--- src/rtl/button_conditioner.sv ---
// Two-channel push-button conditioner: synchronizer, debounce, one-shot push, optional auto-repeat.
// Optional feature macro: BUTTON_AUTOREPEAT_EN (auto-repeat pushes while a button is held).
module button_conditioner #(
  parameter logic [15:0] DEBOUNCE_CYCLES = 16'd50000,
  parameter logic [23:0] REPEAT_DELAY    = 24'd25000000,
  parameter logic [23:0] REPEAT_PERIOD   = 24'd5000000
) (
  input  logic clk,
  input  logic reset,
  input  logic button_inc,
  input  logic button_dec,
  output logic inc_level,
  output logic dec_level,
  output logic push_inc,
  output logic push_dec
);

  localparam int unsigned NCH   = 2;
  localparam int unsigned DB_W  = 16;
`ifdef BUTTON_AUTOREPEAT_EN
  localparam int unsigned RPT_W = 24;
  localparam logic [RPT_W-1:0] DELAY_LAST  = REPEAT_DELAY - 24'd1;
  localparam logic [RPT_W-1:0] PERIOD_LAST = REPEAT_PERIOD - 24'd1;

  typedef enum logic [1:0] {IDLE = 2'd0, ARMED = 2'd1, REPEAT = 2'd2} state_t;
`else
  typedef enum logic {IDLE = 1'b0, ARMED = 1'b1} state_t;
`endif

  logic [NCH-1:0] raw;
  logic [NCH-1:0] level;
  logic [NCH-1:0] req_c;

  assign raw = {button_dec, button_inc};

  for (genvar ch = 0; ch < NCH; ch++) begin : g_ch
    logic            sync1;
    logic            s;
    logic            lvl;
    logic [DB_W-1:0] db_cnt;
    logic            hit_c;
    logic            rise_c;
    logic            fall_c;
    logic            req;
    state_t          state;
    state_t          state_next;

    // Two-flop synchronizer
    always_ff @(posedge clk) begin
      if (!reset) begin
        sync1 <= 1'b0;
        s     <= 1'b0;
      end else begin
        sync1 <= raw[ch];
        s     <= sync1;
      end
    end

    assign hit_c  = (s != lvl) && (db_cnt == DEBOUNCE_CYCLES);
    assign rise_c = hit_c && !lvl;
    assign fall_c = hit_c && lvl;

    // Debounce: any cycle with s matching the level restarts the count
    always_ff @(posedge clk) begin
      if (!reset) begin
        db_cnt <= '0;
        lvl    <= 1'b0;
      end else if (s == lvl) begin
        db_cnt <= '0;
      end else if (db_cnt == DEBOUNCE_CYCLES) begin
        db_cnt <= '0;
        lvl    <= ~lvl;
      end else begin
        db_cnt <= db_cnt + DB_W'(1);
      end
    end

    always_ff @(posedge clk) begin
      if (!reset) state <= IDLE;
      else        state <= state_next;
    end

`ifdef BUTTON_AUTOREPEAT_EN
    logic [RPT_W-1:0] rpt_cnt;

    // Repeat timer restarts on every transition and every emitted push
    always_ff @(posedge clk) begin
      if (!reset) begin
        rpt_cnt <= '0;
      end else if ((state_next != state) || req || (state == IDLE)) begin
        rpt_cnt <= '0;
      end else begin
        rpt_cnt <= rpt_cnt + RPT_W'(1);
      end
    end
`endif

    always_comb begin
      state_next = state;
      req        = 1'b0;
      case (state)
        IDLE: begin
          if (rise_c) begin
            state_next = ARMED;
            req        = 1'b1;
          end
        end
        ARMED: begin
          if (fall_c) begin
            state_next = IDLE;
          end
`ifdef BUTTON_AUTOREPEAT_EN
          else if (rpt_cnt == DELAY_LAST) begin
            state_next = REPEAT;
            req        = 1'b1;
          end
        end
        REPEAT: begin
          if (fall_c) begin
            state_next = IDLE;
          end else if (rpt_cnt == PERIOD_LAST) begin
            req = 1'b1;
          end
`endif
        end
        default: state_next = IDLE;
      endcase
    end

    assign level[ch] = lvl;
    assign req_c[ch] = req;
  end

  // Simultaneous requests cancel each other for that cycle
  always_ff @(posedge clk) begin
    if (!reset) begin
      push_inc <= 1'b0;
      push_dec <= 1'b0;
    end else begin
      push_inc <= req_c[0] & ~req_c[1];
      push_dec <= req_c[1] & ~req_c[0];
    end
  end

  assign inc_level = level[0];
  assign dec_level = level[1];

endmodule
--- config.mk ---
export PLATFORM = sky130hd
export DESIGN_NAME = button_conditioner
export DESIGN_NICKNAME = d
export VERILOG_FILES = /design/src/rtl/button_conditioner.sv
export SDC_FILE = /design/constraint.sdc
export NUM_CORES = 1
export LEC_CHECK = 0
export ABC_AREA = 1
export BUFFER_PORTS_ARGS = -buffer_cell sky130_fd_sc_hd__clkbuf_2
export CORE_MARGIN = 8
export CORE_UTILIZATION = 35
export DETAILED_ROUTE_END_ITERATION = 10
export SLEW_MARGIN = 20
export SYNTH_ARGS = -nofsm -noshare
export SYNTH_HDL_FRONTEND = slang
export SYNTH_SLANG_ARGS = --single-unit
export TNS_END_PERCENT = 100
--- constraint.sdc ---
create_clock -name clk -period 1.6 [get_ports clk]
set_input_delay 0.24 -clock clk [delete_from_list [all_inputs] [get_ports clk]]
set_output_delay 0.24 -clock clk [all_outputs]
set_load 0.03 [all_outputs]
==> Yosys cells after proc, flatten, opt, wreduce, memory -nomap -nowiden <==
Index checks and enable logic that the tools add are counted.
{ "word_totals": {"reg_bits": 42, "inputBits": 4, "out_inout_bits": 4, "wordCells": 51} }
{ "classes": {"n_addsub": 2, "n_eq_ne": 6, "n_mux": 8, "n_bitwise": 11, "reduce_logical": 12} }
{ "ops": {"columns": ["op", "n"], "rows": [
  ["$add A16 B1 Y16 const B", 2],
  ["$eq A16 B16 Y1 const B", 2],
  ["$not A1 Y1", 9],
  ["$logic_and A1 B1 Y1", 6],
  ["$mux W1", 6],
  ["$reduce_or A3 Y1", 2],
  ["$pmux W1 S2", 2],
  ["$reduce_and A2 Y1", 2],
  ["$and A1 B1 Y1", 2],
  ["$eq A1 B1 Y1", 2],
  ["$logic_not A1 Y1", 2],
  ["$ne A1 B1 Y1", 2]
]} }

==> Logic depth before layout (Yosys ltp) <==
Gate-level depths: netlist (run 1).
{ "logic_depth": {"ltp_word": 7, "mapped_depth": 9, "depth_no_buf": 8} }

==> Worst setup path before layout (run 1) <==
Ideal clock, no wire load.
{ "synth_path": {"kind": "reg-to-reg", "startpoint": "register g_ch[1].db_cnt[0]", "endpoint": "register g_ch[1].db_cnt[7]", "setup_ps": 115, "t_arrival_ps": 1114, "required_time_ps": 1485, "slack_ps": 371, "path_stages_with_launch": 9, "period_less_slack_ps": 1229, "path_cell_list": "dfxtp_1 -> inv_1 -> ha_1 -> nand3_1 -> nor2_2 -> nand2_2 -> nand2_4 -> buf_6 -> nor2_1"} }
{ "synth_between": {"elab_chain_len": 2, "word_cells_on_any_way": 3, "classes_between": "add/sub: 1; eq/ne: 1; reduce/logical: 1"} }
{ "synth_rtl": {"columns": ["element", "line", "source"], "rows": [
  ["start, declared", "40", "logic [DB_W-1:0] db_cnt;"],
  ["start signal, assigned", "74", "db_cnt <= db_cnt + DB_W'(1);"],
  ["parallel branches: the longest is 2 deep, another holds $add A16 B1 Y16", null, null]
]} }
Several ways; the timed one is not identified.
A chain may end at the register's enable or synchronous reset.

==> Worst setup path in the final report (run 1) <==
{ "layout_path": {"startpoint": "register g_ch[0].db_cnt[0]", "endpoint": "register g_ch[0].db_cnt[8]"} }
{ "layout_between": {"elab_chain_len": 2, "word_cells_on_any_way": 3, "classes_between": "add/sub: 1; eq/ne: 1; reduce/logical: 1"} }
{ "layout_rtl": {"columns": ["element", "line"], "rows": [
  ["start, declared", "40"],
  ["start signal, assigned", "74"],
  ["parallel branches: the longest is 2 deep, another holds $add A16 B1 Y16", null]
]} }
Several ways; the timed one is not identified.

==> results of run 1 <==
-- placed cells by master (no fill, tap or decap) --
cell / count
xor2_1: 5
bufinv_16: 2
or2_2: 1
nand3b_1: 1
xnor2_1: 8
a21oi_1: 14
nor2_4: 1
nand2_1: 71
dfxtp_1: 40
nand4_1: 13
ha_1: 4
o21bai_1: 2
inv_1: 46
a21oi_2: 1
nor2_1: 61
nand3_1: 22
clkbuf_8: 5
nand2_4: 1
nand2_2: 3
clkbuf_2: 7
nor2_2: 4
-- layer usage --
| metal | global-route usage | vias up |
|---|---|---|
| met2 | 0.182 | 9 |
| met3 | 0.0269 | 8 |
| met1 | 0.113 | 796 |
| met4 | 0.0322 | 0 |
| li1 | - | 948 |
| met5 | 0 | - |
-- cells in the mapped netlist --
cell,instances
a21oi_1,14
a21oi_2,1
buf_2,1
buf_6,2
dfxtp_1,40
ha_1,4
inv_1,46
nand2_1,71
nand2_2,3
nand2_4,1
nand3_1,22
nand3b_1,1
nand4_1,13
nor2_1,61
nor2_2,4
nor2_4,1
o21bai_1,2
or2_2,1
xnor2_1,8
xor2_1,5
-- cell families after synthesis --
kind of cell | count (synthesis) | synth area share
adder cells (fa/ha/maj) | 4 | 0.0247
buffers and inverters | 49 | 0.0988
flip-flops | 40 | 0.395
XOR/XNOR | 13 | 0.0562
AND/OR/NAND/NOR | 178 | 0.379
AO/OA/AOI/OAI | 17 | 0.0463
-- power by group through the flow --
stage,clock network [W],registers [W],logic [W]
finish,0.000967,0.00100,0.0000285
global route,0.00104,0.00100,0.0000335
CTS,0.000995,0.00100,0.0000293
detailed placement,0,0.00103,0.0000292
global placement,0,0.00103,0.0000287
floorplan,0,0.00103,0.0000238
-- worst min path at each step --
stage | slack (ns) | endpoint | from
final | 0.14 | g_ch[0].sync1$_SDFF_PN0_ | button_inc
after global routing | 0.13 | g_ch[0].sync1$_SDFF_PN0_ | button_inc
after CTS | 0.13 | g_ch[0].sync1$_SDFF_PN0_ | button_inc
after detailed placement | 0.40 | g_ch[1].s$_SDFF_PN0_ | g_ch[1].sync1$_SDFF_PN0_
after global placement | 0.39 | g_ch[0].s$_SDFF_PN0_ | g_ch[0].sync1$_SDFF_PN0_
after floorplan | 0.34 | g_ch[0].sync1$_SDFF_PN0_ | button_inc
-- per-stage QoR --
| stage | utilization | instances | instance area [um2] | hold WS, ns | worst slack, ns |
|---|---|---|---|---|---|
| after floorplan | - | 301 | 2030 | 0.338 | 0.371 |
| after global placement | 0.383 | 377 | 2120 | 0.394 | 0.236 |
| after detailed placement | 0.383 | 377 | 2120 | 0.402 | 0.203 |
| after CTS | 0.407 | 384 | 2250 | 0.128 | 0.190 |
| after global routing | 0.407 | 384 | 2250 | 0.133 | 0.0419 |
| final | 0.407 | 384 | 2250 | 0.135 | 0.203 |
-- state kept, by name, summed over array words and instances (netlist names) --
signal and flops:
dec_level 1, g_ch.db_cnt 32, g_ch.s 2, g_ch.sync1 2, inc_level 1, push_dec 1
push_inc 1
-- worst reg2reg max path: stages, from the launching register on --
cell and delay, ns:
dfxtp_1 0.35, inv_1 0.09, ha_1 0.14, nand3_1 0.10, nor2_1 0.16, nand2_1 0.10
nand2_2 0.27, nor2_1 0.09
-- final cells by class --
class,count,area share
well taps,72,0.0400
flip-flops and latches,40,0.356
clock buffers,5,0.0306
multi-input cells,212,0.455
clock inverters,2,0.0267
inverters,46,0.0767
repair buffers,7,0.0156
==> results.yml, run 1 <==
placed_design:
  routabilityCongestion: 0.750
  port_buffers: 7
  hpwl_um: 2940
power:
  p_total_w: 0.00200
  internal_power_w: 0.00162
  peakVddDrop_mv: 0.411
  p_seq_frac: 0.502
  p_comb_frac: 0.014
  p_leak_nw: 0.822
  pwr-share-clk: 0.484
  swShare: 0.188
  power_density_mw_per_mm2: 888
  p_sw_w: 0.000375
floorplanning:
  rows: 27
  core_area_mm2: 0.00554
  die_y_um: 92.1
  design.portCount: 8
  dieArea_mm2: 0.00848
  die_w_um: 92.1
  start_util: 0.366
detailed_routing:
  wl_per_cell_um: 10.3
  drc: 0
  routed-wl-met3_um: 91
  drt_pass1_iterations: 4
  viasPerCell: 4.59
  ant_nets: 0
  highest_layer: "met4"
  vias: 1761
  drtIter0Drc: 64
  wl_met1_um: 1870
  totalWireLength_um: 3940
  wl_met2_um: 1930
layout:
  seq_area_um2: 801
  area_growth_pct: 11.2
  final.fill_count: 617
  multiInputGateArea_mm2: 0.00102
  diodes: 0
  layout-drive-gt1-share: 0.0801
  fin_nets: 320
timing:
  rsz0062_at_grt: "false"
  period_share: 0.873
  hold_violations: 0
  tightest_slew_ns: 0.386
  slew_viol_final: 0
  fin_skew_ns: 0.0122
  slew_headroom: 0.742
  setup_viol: 0
  max_freq_mhz: 716
  setup_tns_ns: 0
  fin_crit_ns: 1.40
worst_setup_path:
  critPathMostFrequentCell: "nor2_1"
  cp_max_fo: 16
  worst-path-buf-inv: 1
  cpMaxStageDelayCell: "dfxtp_1"
  crit_family: "simple AND/OR/NAND/NOR gates"
  reg2reg_depth: 7
  cp.depth: 7
  crit_required_ns: 1.77
  slowest_delay_ns: 0.35
  start_kind: "register"
  r2r-start: "g_ch[0].db_cnt[0]$_SDFF_PP0_"
  crit_type: "register to register"
  crit_start: "g_ch[0].db_cnt[0]$_SDFF_PP0_"
  crit_path_end: "g_ch[0].db_cnt[8]$_SDFF_PP0_"
  path_cells: "inv_1, ha_1, nand3_1, nor2_1, nand2_1, nand2_2, nor2_1"
  timing.rr.end: "g_ch[0].db_cnt[8]$_SDFF_PP0_"
  arrival_ns: 1.57
  regToRegSetupSlack_ns: 0.20
  cp-end-kind: "register"
cts:
  holdBufCountCts: 0
  insertion_delay_ns: 0.30
  cts_resized: 0
  clkTransAtPathRegs_ns: 0.07
  clockBufferDepth: 2
  cts-root-buf: "clkbuf_8"
  cts_made_buffers: 5
  clkSinkCount: 40
  cts_setup_buffers: 0
  cts_tree: "built"
  h-tree-depth: 2
global_route:
  grt_pass1_vias: 1719
  grtUsageTotal: 0.101
  grt_pass1_wl_um: 7260
  grt_max_degree: 17
  overflow: 0
  antenna_found_initial: 0
logic_synthesis:
  ys_warn_count: 0
  synth_fp_nets: 309
  synth_top_area_frac: 0.395
  synth_area_per_cell_um2: 6.73
  synth_area_leaders: "dfxtp_1 (40%), nand2_1 (13%), nor2_1 (11%), inv_1 (8.5%), nand3_1 (5.4%)"
  yosysUniqueCellTypes: 20
  ys_seq_elements: 40
  synthesis.area_mm2: 0.00203
  synthCells: 301
  seq_area_frac_synth: 0.395
  yosys.area.top_type: "dfxtp_1"
worst_hold_path:
  hold_path.class: "input port to register"
  min_path_cells: 3
job:
  drv_cap: 0
status:
  outcome: "completed"
(Power assumes the default switching activity.)
==> run 2, diff against run 1 <==
--- a/config.mk
+++ b/config.mk
@@ -10,6 +10,7 @@
 export CORE_MARGIN = 8
 export CORE_UTILIZATION = 35
 export DETAILED_ROUTE_END_ITERATION = 10
+export PLACE_DENSITY = 0.53
 export SLEW_MARGIN = 20
 export SYNTH_ARGS = -nofsm -noshare
 export SYNTH_HDL_FRONTEND = slang
==> run 2 against run 1 <==
  * Clock skew shrank 0.0050 ns
  * Via count shrank 1.5%
  * Non-clock buffer count is the same
  * Sequential power is essentially flat
  * Global-route usage grew 0.30 points
  * Worst setup slack gained 0.034 ns
  * Clock-buffer cell count is the same
  * Critical path depth is the same
  * Total power grew 8.8%
  * Critical path type unchanged
  * Largest cell class unchanged
==> results.yml, run 2 (synthesized netlist as in run 1, its figures left out) <==
timing:
  tightest_slew_ns: 0.380
  slew_headroom: 0.746
  hold_violations: 0
  setup_viol: 0
  slew_viol_final: 0
  setup_tns_ns: 0
  fin_skew_ns: 0.00719
  fin_crit_ns: 1.36
  max_freq_mhz: 733
  rsz0062_at_grt: "false"
  period_share: 0.852
worst_setup_path:
  critPathMostFrequentCell: "nand2_1"
  crit_required_ns: 1.83
  cp_max_fo: 5
  slowest_delay_ns: 0.40
  cpMaxStageDelayCell: "dfxtp_1"
  reg2reg_depth: 7
  arrival_ns: 1.60
  worst-path-buf-inv: 0
  cp-end-kind: "register"
  crit_family: "simple AND/OR/NAND/NOR gates"
  cp.depth: 7
  start_kind: "register"
  path_cells: "ha_1, nand2_1, nor2_2, nand2_1, o21bai_1, nand2_1, nor2_1"
  crit_type: "register to register"
layout:
  reg_top3: "g_ch.db_cnt: 32 flops, g_ch.s: 2 flops, g_ch.sync1: 2 flops"
  regMostFlops: "g_ch.db_cnt"
  layout-drive-gt1-share: 0.0831
  layout_commonest_cell: "nand2_1"
  postLayoutCoreUtil: 0.413
  fin_nets: 320
  area_growth_pct: 12.9
  layout_common_cells: "nand2_1 (71), nor2_1 (61), inv_1 (46)"
  largest_register_ffs: 32
  diodes: 0
global_route:
  grt_max_degree: 17
  antenna_found_initial: 0
  overflow: 0
  grtUsageTotal: 0.104
  grt_pass1_wl_um: 7420
  gr-usage-met3: 0.0244
  grt_pass1_vias: 1695
  grt-busiest-layer: "met2"
  use_met2: 0.178
  grt_use_met1: 0.126
placed_design:
  hpwl_um: 2980
  routabilityCongestion: 0.785
  port_buffers: 7
detailed_routing:
  ant_nets: 0
  vias: 1734
  wl_per_cell_um: 10.3
  drt_pass1_iterations: 4
  viasPerCell: 4.50
  drc: 0
  drtIter0Drc: 41
  totalWireLength_um: 3950
cts:
  h-tree-depth: 2
  cts_setup_buffers: 0
  insertion_delay_ns: 0.29
  cts-root-buf: "clkbuf_8"
  clkTransAtPathRegs_ns: 0.08
  holdBufCountCts: 0
  clockBufferDepth: 2
  clkSinkCount: 40
  cts_tree: "built"
  cts_made_buffers: 5
  cts_resized: 0
job:
  drv_cap: 0
worst_hold_path:
  min_path_cells: 3
  hold_path.class: "input port to register"
power:
  peakVddDrop_mv: 0.508
  p_leak_nw: 0.837
  power_density_mw_per_mm2: 952
floorplanning:
  rows: 27
  start_util: 0.366
  core_area_mm2: 0.00554
  dieArea_mm2: 0.00848
  die_y_um: 92.1
  die_w_um: 92.1
  design.portCount: 8
status:
  outcome: "completed"
==> run 2: cell count changes in the layout (fill, tap and decap cells not counted) <==
cell / change
bufinv_16: +1
nand2_2: -1
nand2_4: +1
==> run 2: cell type report <==
type | count | area, um2
clock buffer | 5 | 68.8
clock inverter | 3 | 90.1
multi-input combinational | 212 | 1030
tap | 72 | 90.1
sequential | 40 | 801
fill | 596 | 3250
inverter | 46 | 173
timing repair buffer | 7 | 35.0
==> run 2: final timing paths <==
kind	from	end	slack (ns)
min	button_inc	g_ch[0].sync1$_SDFF_PN0_	0.13
max	g_ch[0].db_cnt[0]$_SDFF_PP0_	g_ch[0].db_cnt[10]$_SDFF_PP0_	0.24
max reg2reg	g_ch[0].db_cnt[0]$_SDFF_PP0_	g_ch[0].db_cnt[10]$_SDFF_PP0_	0.24
min reg2reg	g_ch[1].sync1$_SDFF_PN0_	g_ch[1].s$_SDFF_PN0_	0.41
==> run 2: tightest hold or removal path: stages <==
cell      delay [ns]
clkbuf_2        0.08
nand2_1         0.04
inv_1           0.04
==> run 2: power by group <==
| group | switching [W] | total [W] | internal (W) |
|---|---|---|---|
| clock | 0.000363 | 0.00114 | 0.000780 |
| sequential | 0.00000326 | 0.00100 | 0.00100 |
| combinational | 0.0000196 | 0.0000292 | 0.00000956 |
| total | 0.000386 | 0.00218 | 0.00179 |
==> run 2: layer usage <==
metal / part of all wire / routed length, um / vias to the layer above
met3: 0.025 / 99 / 5
met1: 0.49 / 1950 / 764
li1: - / - / 954
met4: 0.0096 / 38 / 0
met2: 0.47 / 1860 / 11
met5: 0 / 0 / -
==> run 2: stage by stage <==
stage | std cells | power [W] | worst slack [ns] | hold slack, ns | instance area (um2)
after floorplan | 301 | 0.00105 | 0.371 | 0.338 | 2030
after global placement | 377 | 0.00106 | 0.163 | 0.394 | 2120
after detailed placement | 377 | 0.00106 | 0.112 | 0.402 | 2120
after CTS | 385 | 0.00221 | 0.110 | 0.121 | 2280
after global routing | 385 | 0.00226 | 0.0593 | 0.144 | 2290
final | 385 | 0.00218 | 0.236 | 0.128 | 2290
==> run 3, diff against run 2 <==
--- a/config.mk
+++ b/config.mk
@@ -10,7 +10,9 @@
 export CORE_MARGIN = 8
 export CORE_UTILIZATION = 35
 export DETAILED_ROUTE_END_ITERATION = 10
+export GPL_TIMING_DRIVEN = 0
 export PLACE_DENSITY = 0.53
+export RECOVER_POWER = 50
 export SLEW_MARGIN = 20
 export SYNTH_ARGS = -nofsm -noshare
 export SYNTH_HDL_FRONTEND = slang
==> run 3 against run 2 <==
  * Critical path type unchanged
  * Flip-flop and latch count is the same
  * Non-clock buffer count up 2
  * Utilization is 1.2 points lower
  * Routed wire length rose by 0.56%
  * Clock skew down 0.0025 ns
  * Final cell count up 0.26%
  * Clock power down 44%
  * Sequential power about the same
  * Via count fell by 0.63%
  * Clock-buffer cell count unchanged
  * Sequential share of layout area increased by 1.0 points
==> results.yml, run 3 (synthesized netlist as in run 1, its figures left out) <==
worst_setup_path:
  regToRegSetupSlack_ns: 0.16
  timing.rr.end: "g_ch[0].db_cnt[10]$_SDFF_PP0_"
  crit_start: "g_ch[0].db_cnt[0]$_SDFF_PP0_"
  reg2reg_depth: 8
  crit_path_end: "g_ch[0].db_cnt[10]$_SDFF_PP0_"
  crit_type: "register to register"
  cp_max_fo: 10
  cp-end-kind: "register"
  path_cells: "inv_1, ha_1, nand3_1, nor2_2, nand2_1, nand2_2, buf_6, nor2_1"
  r2r-start: "g_ch[0].db_cnt[0]$_SDFF_PP0_"
  slowest_delay_ns: 0.36
  crit_required_ns: 1.79
  cpMaxStageDelayCell: "dfxtp_1"
  arrival_ns: 1.63
  start_kind: "register"
detailed_routing:
  wl_per_cell_um: 10.3
  vias: 1723
  drc: 0
  drt_pass1_iterations: 4
  totalWireLength_um: 3970
  drtIter0Drc: 45
  ant_nets: 0
  viasPerCell: 4.46
placed_design:
  routabilityCongestion: 0.761
  hpwl_um: 2990
  port_buffers: 6
  placedCellCount: 379
timing:
  hold_violations: 0
  setup_tns_ns: 0
  fin_skew_ns: 0.00473
  max_freq_mhz: 694
  slew_viol_final: 0
  rsz0062_at_grt: "false"
  period_share: 0.901
  tightest_slew_ns: 0.378
  fin_crit_ns: 1.44
  slew_headroom: 0.749
  setup_viol: 0
layout:
  reg_top3: "g_ch.db_cnt: 32 flops, g_ch.s: 2 flops, g_ch.sync1: 2 flops"
  area_growth_pct: 9.64
  regMostFlops: "g_ch.db_cnt"
  layout-drive-gt1-share: 0.0701
  instances_no_fill: 386
  layout_common_cells: "nand2_1 (72), nor2_1 (60), inv_1 (46)"
  layout_commonest_cell: "nand2_1"
  largest_register_ffs: 32
  fin_nets: 322
  multiInputGateArea_mm2: 0.00102
  seq_area_um2: 801
  final.fill_count: 580
  diodes: 0
floorplanning:
  dieArea_mm2: 0.00848
  die_w_um: 92.1
  rows: 27
  design.portCount: 8
  start_util: 0.366
  core_area_mm2: 0.00554
  die_y_um: 92.1
cts:
  clockBufferDepth: 2
  holdBufCountCts: 0
  insertion_delay_ns: 0.29
  cts-root-buf: "clkbuf_8"
  clkSinkCount: 40
  clkTransAtPathRegs_ns: 0.08
  cts_made_buffers: 5
  cts_setup_buffers: 0
  cts_tree: "built"
  h-tree-depth: 2
worst_hold_path:
  hold_path.class: "input port to register"
global_route:
  grt_pass1_wl_um: 7090
  overflow: 0
  grt_pass1_vias: 1677
  antenna_found_initial: 0
  grt_max_degree: 13
  grtUsageTotal: 0.101
power:
  p_leak_nw: 0.792
  peakVddDrop_mv: 0.398
  power_density_mw_per_mm2: 756
job:
  drv_cap: 0
status:
  outcome: "completed"
run 3: cell count changes in the layout (fill, tap and decap cells not counted), moves of 2 or more:
cell	change
bufinv_16	-3
clkbuf_1	+5
clkbuf_2	-5
buf_6	+2
run 3: worst min path at each step:
stage	end	depth (start not counted)	slack [ns]	startpoint
finish	g_ch[0].sync1$_SDFF_PN0_	3	0.13	button_inc
global route	g_ch[1].sync1$_SDFF_PN0_	3	0.12	button_dec
CTS	g_ch[0].sync1$_SDFF_PN0_	3	0.12	button_inc
detailed placement	g_ch[1].s$_SDFF_PN0_	2	0.40	g_ch[1].sync1$_SDFF_PN0_
global placement	g_ch[1].s$_SDFF_PN0_	2	0.39	g_ch[1].sync1$_SDFF_PN0_
floorplan	g_ch[0].sync1$_SDFF_PN0_	2	0.34	button_inc
run 3: power breakdown:
| part | internal (W) | total (W) | switching, W |
|---|---|---|---|
| Combinational | 0.0000113 | 0.0000314 | 0.0000201 |
| Sequential | 0.00100 | 0.00100 | 0.00000329 |
| Clock | 0.000295 | 0.000644 | 0.000349 |
run 3: final cells by class:
class,count,area share
multi-input cells,212,0.461
plain buffers,3,0.0118
clock inverters,2,0.00563
flip-flops and latches,40,0.361
repair buffers,6,0.0113
clock buffers,5,0.0310
well taps,72,0.0406
inverters,46,0.0777
run 3: per-layer routing:
layer	vias up	wire, um	part of all wire	global-route usage
met3	9	111	0.028	0.0269
met1	743	1990	0.50	0.116
met5	-	0	0	0
li1	951	-	-	-
met4	0	91	0.023	0.0497
met2	20	1780	0.45	0.170
run 3: stage by stage:
step / hold WS [ns] / cell area, um2 / power [W] / util / worst slack [ns]
after global placement: 0.392 / 2150 / 0.00106 / 0.387 / 0.105
after floorplan: 0.338 / 2030 / 0.00105 / - / 0.371
final: 0.132 / 2220 / 0.00168 / 0.401 / 0.158
after global routing: 0.121 / 2220 / 0.00177 / 0.401 / 0.00327
after detailed placement: 0.400 / 2150 / 0.00106 / 0.387 / 0.103
after CTS: 0.121 / 2230 / 0.00172 / 0.402 / 0.0905
run 3: worst max-delay path, delay by kind of cell, from the launching register on:
family / cells / cell delay [ns]
AND/OR/NAND/NOR: 5 / 0.58
adder cells (fa/ha/maj): 1 / 0.15
buffers and inverters: 2 / 0.25
flip-flops: 1 / 0.36
run 3: what timing repair did:
action / 4_1_cts / 5_1_grt
resized for setup: 0 / 1
hold endpoints to repair: 0 / 0
setup endpoints to repair: 0 / 10
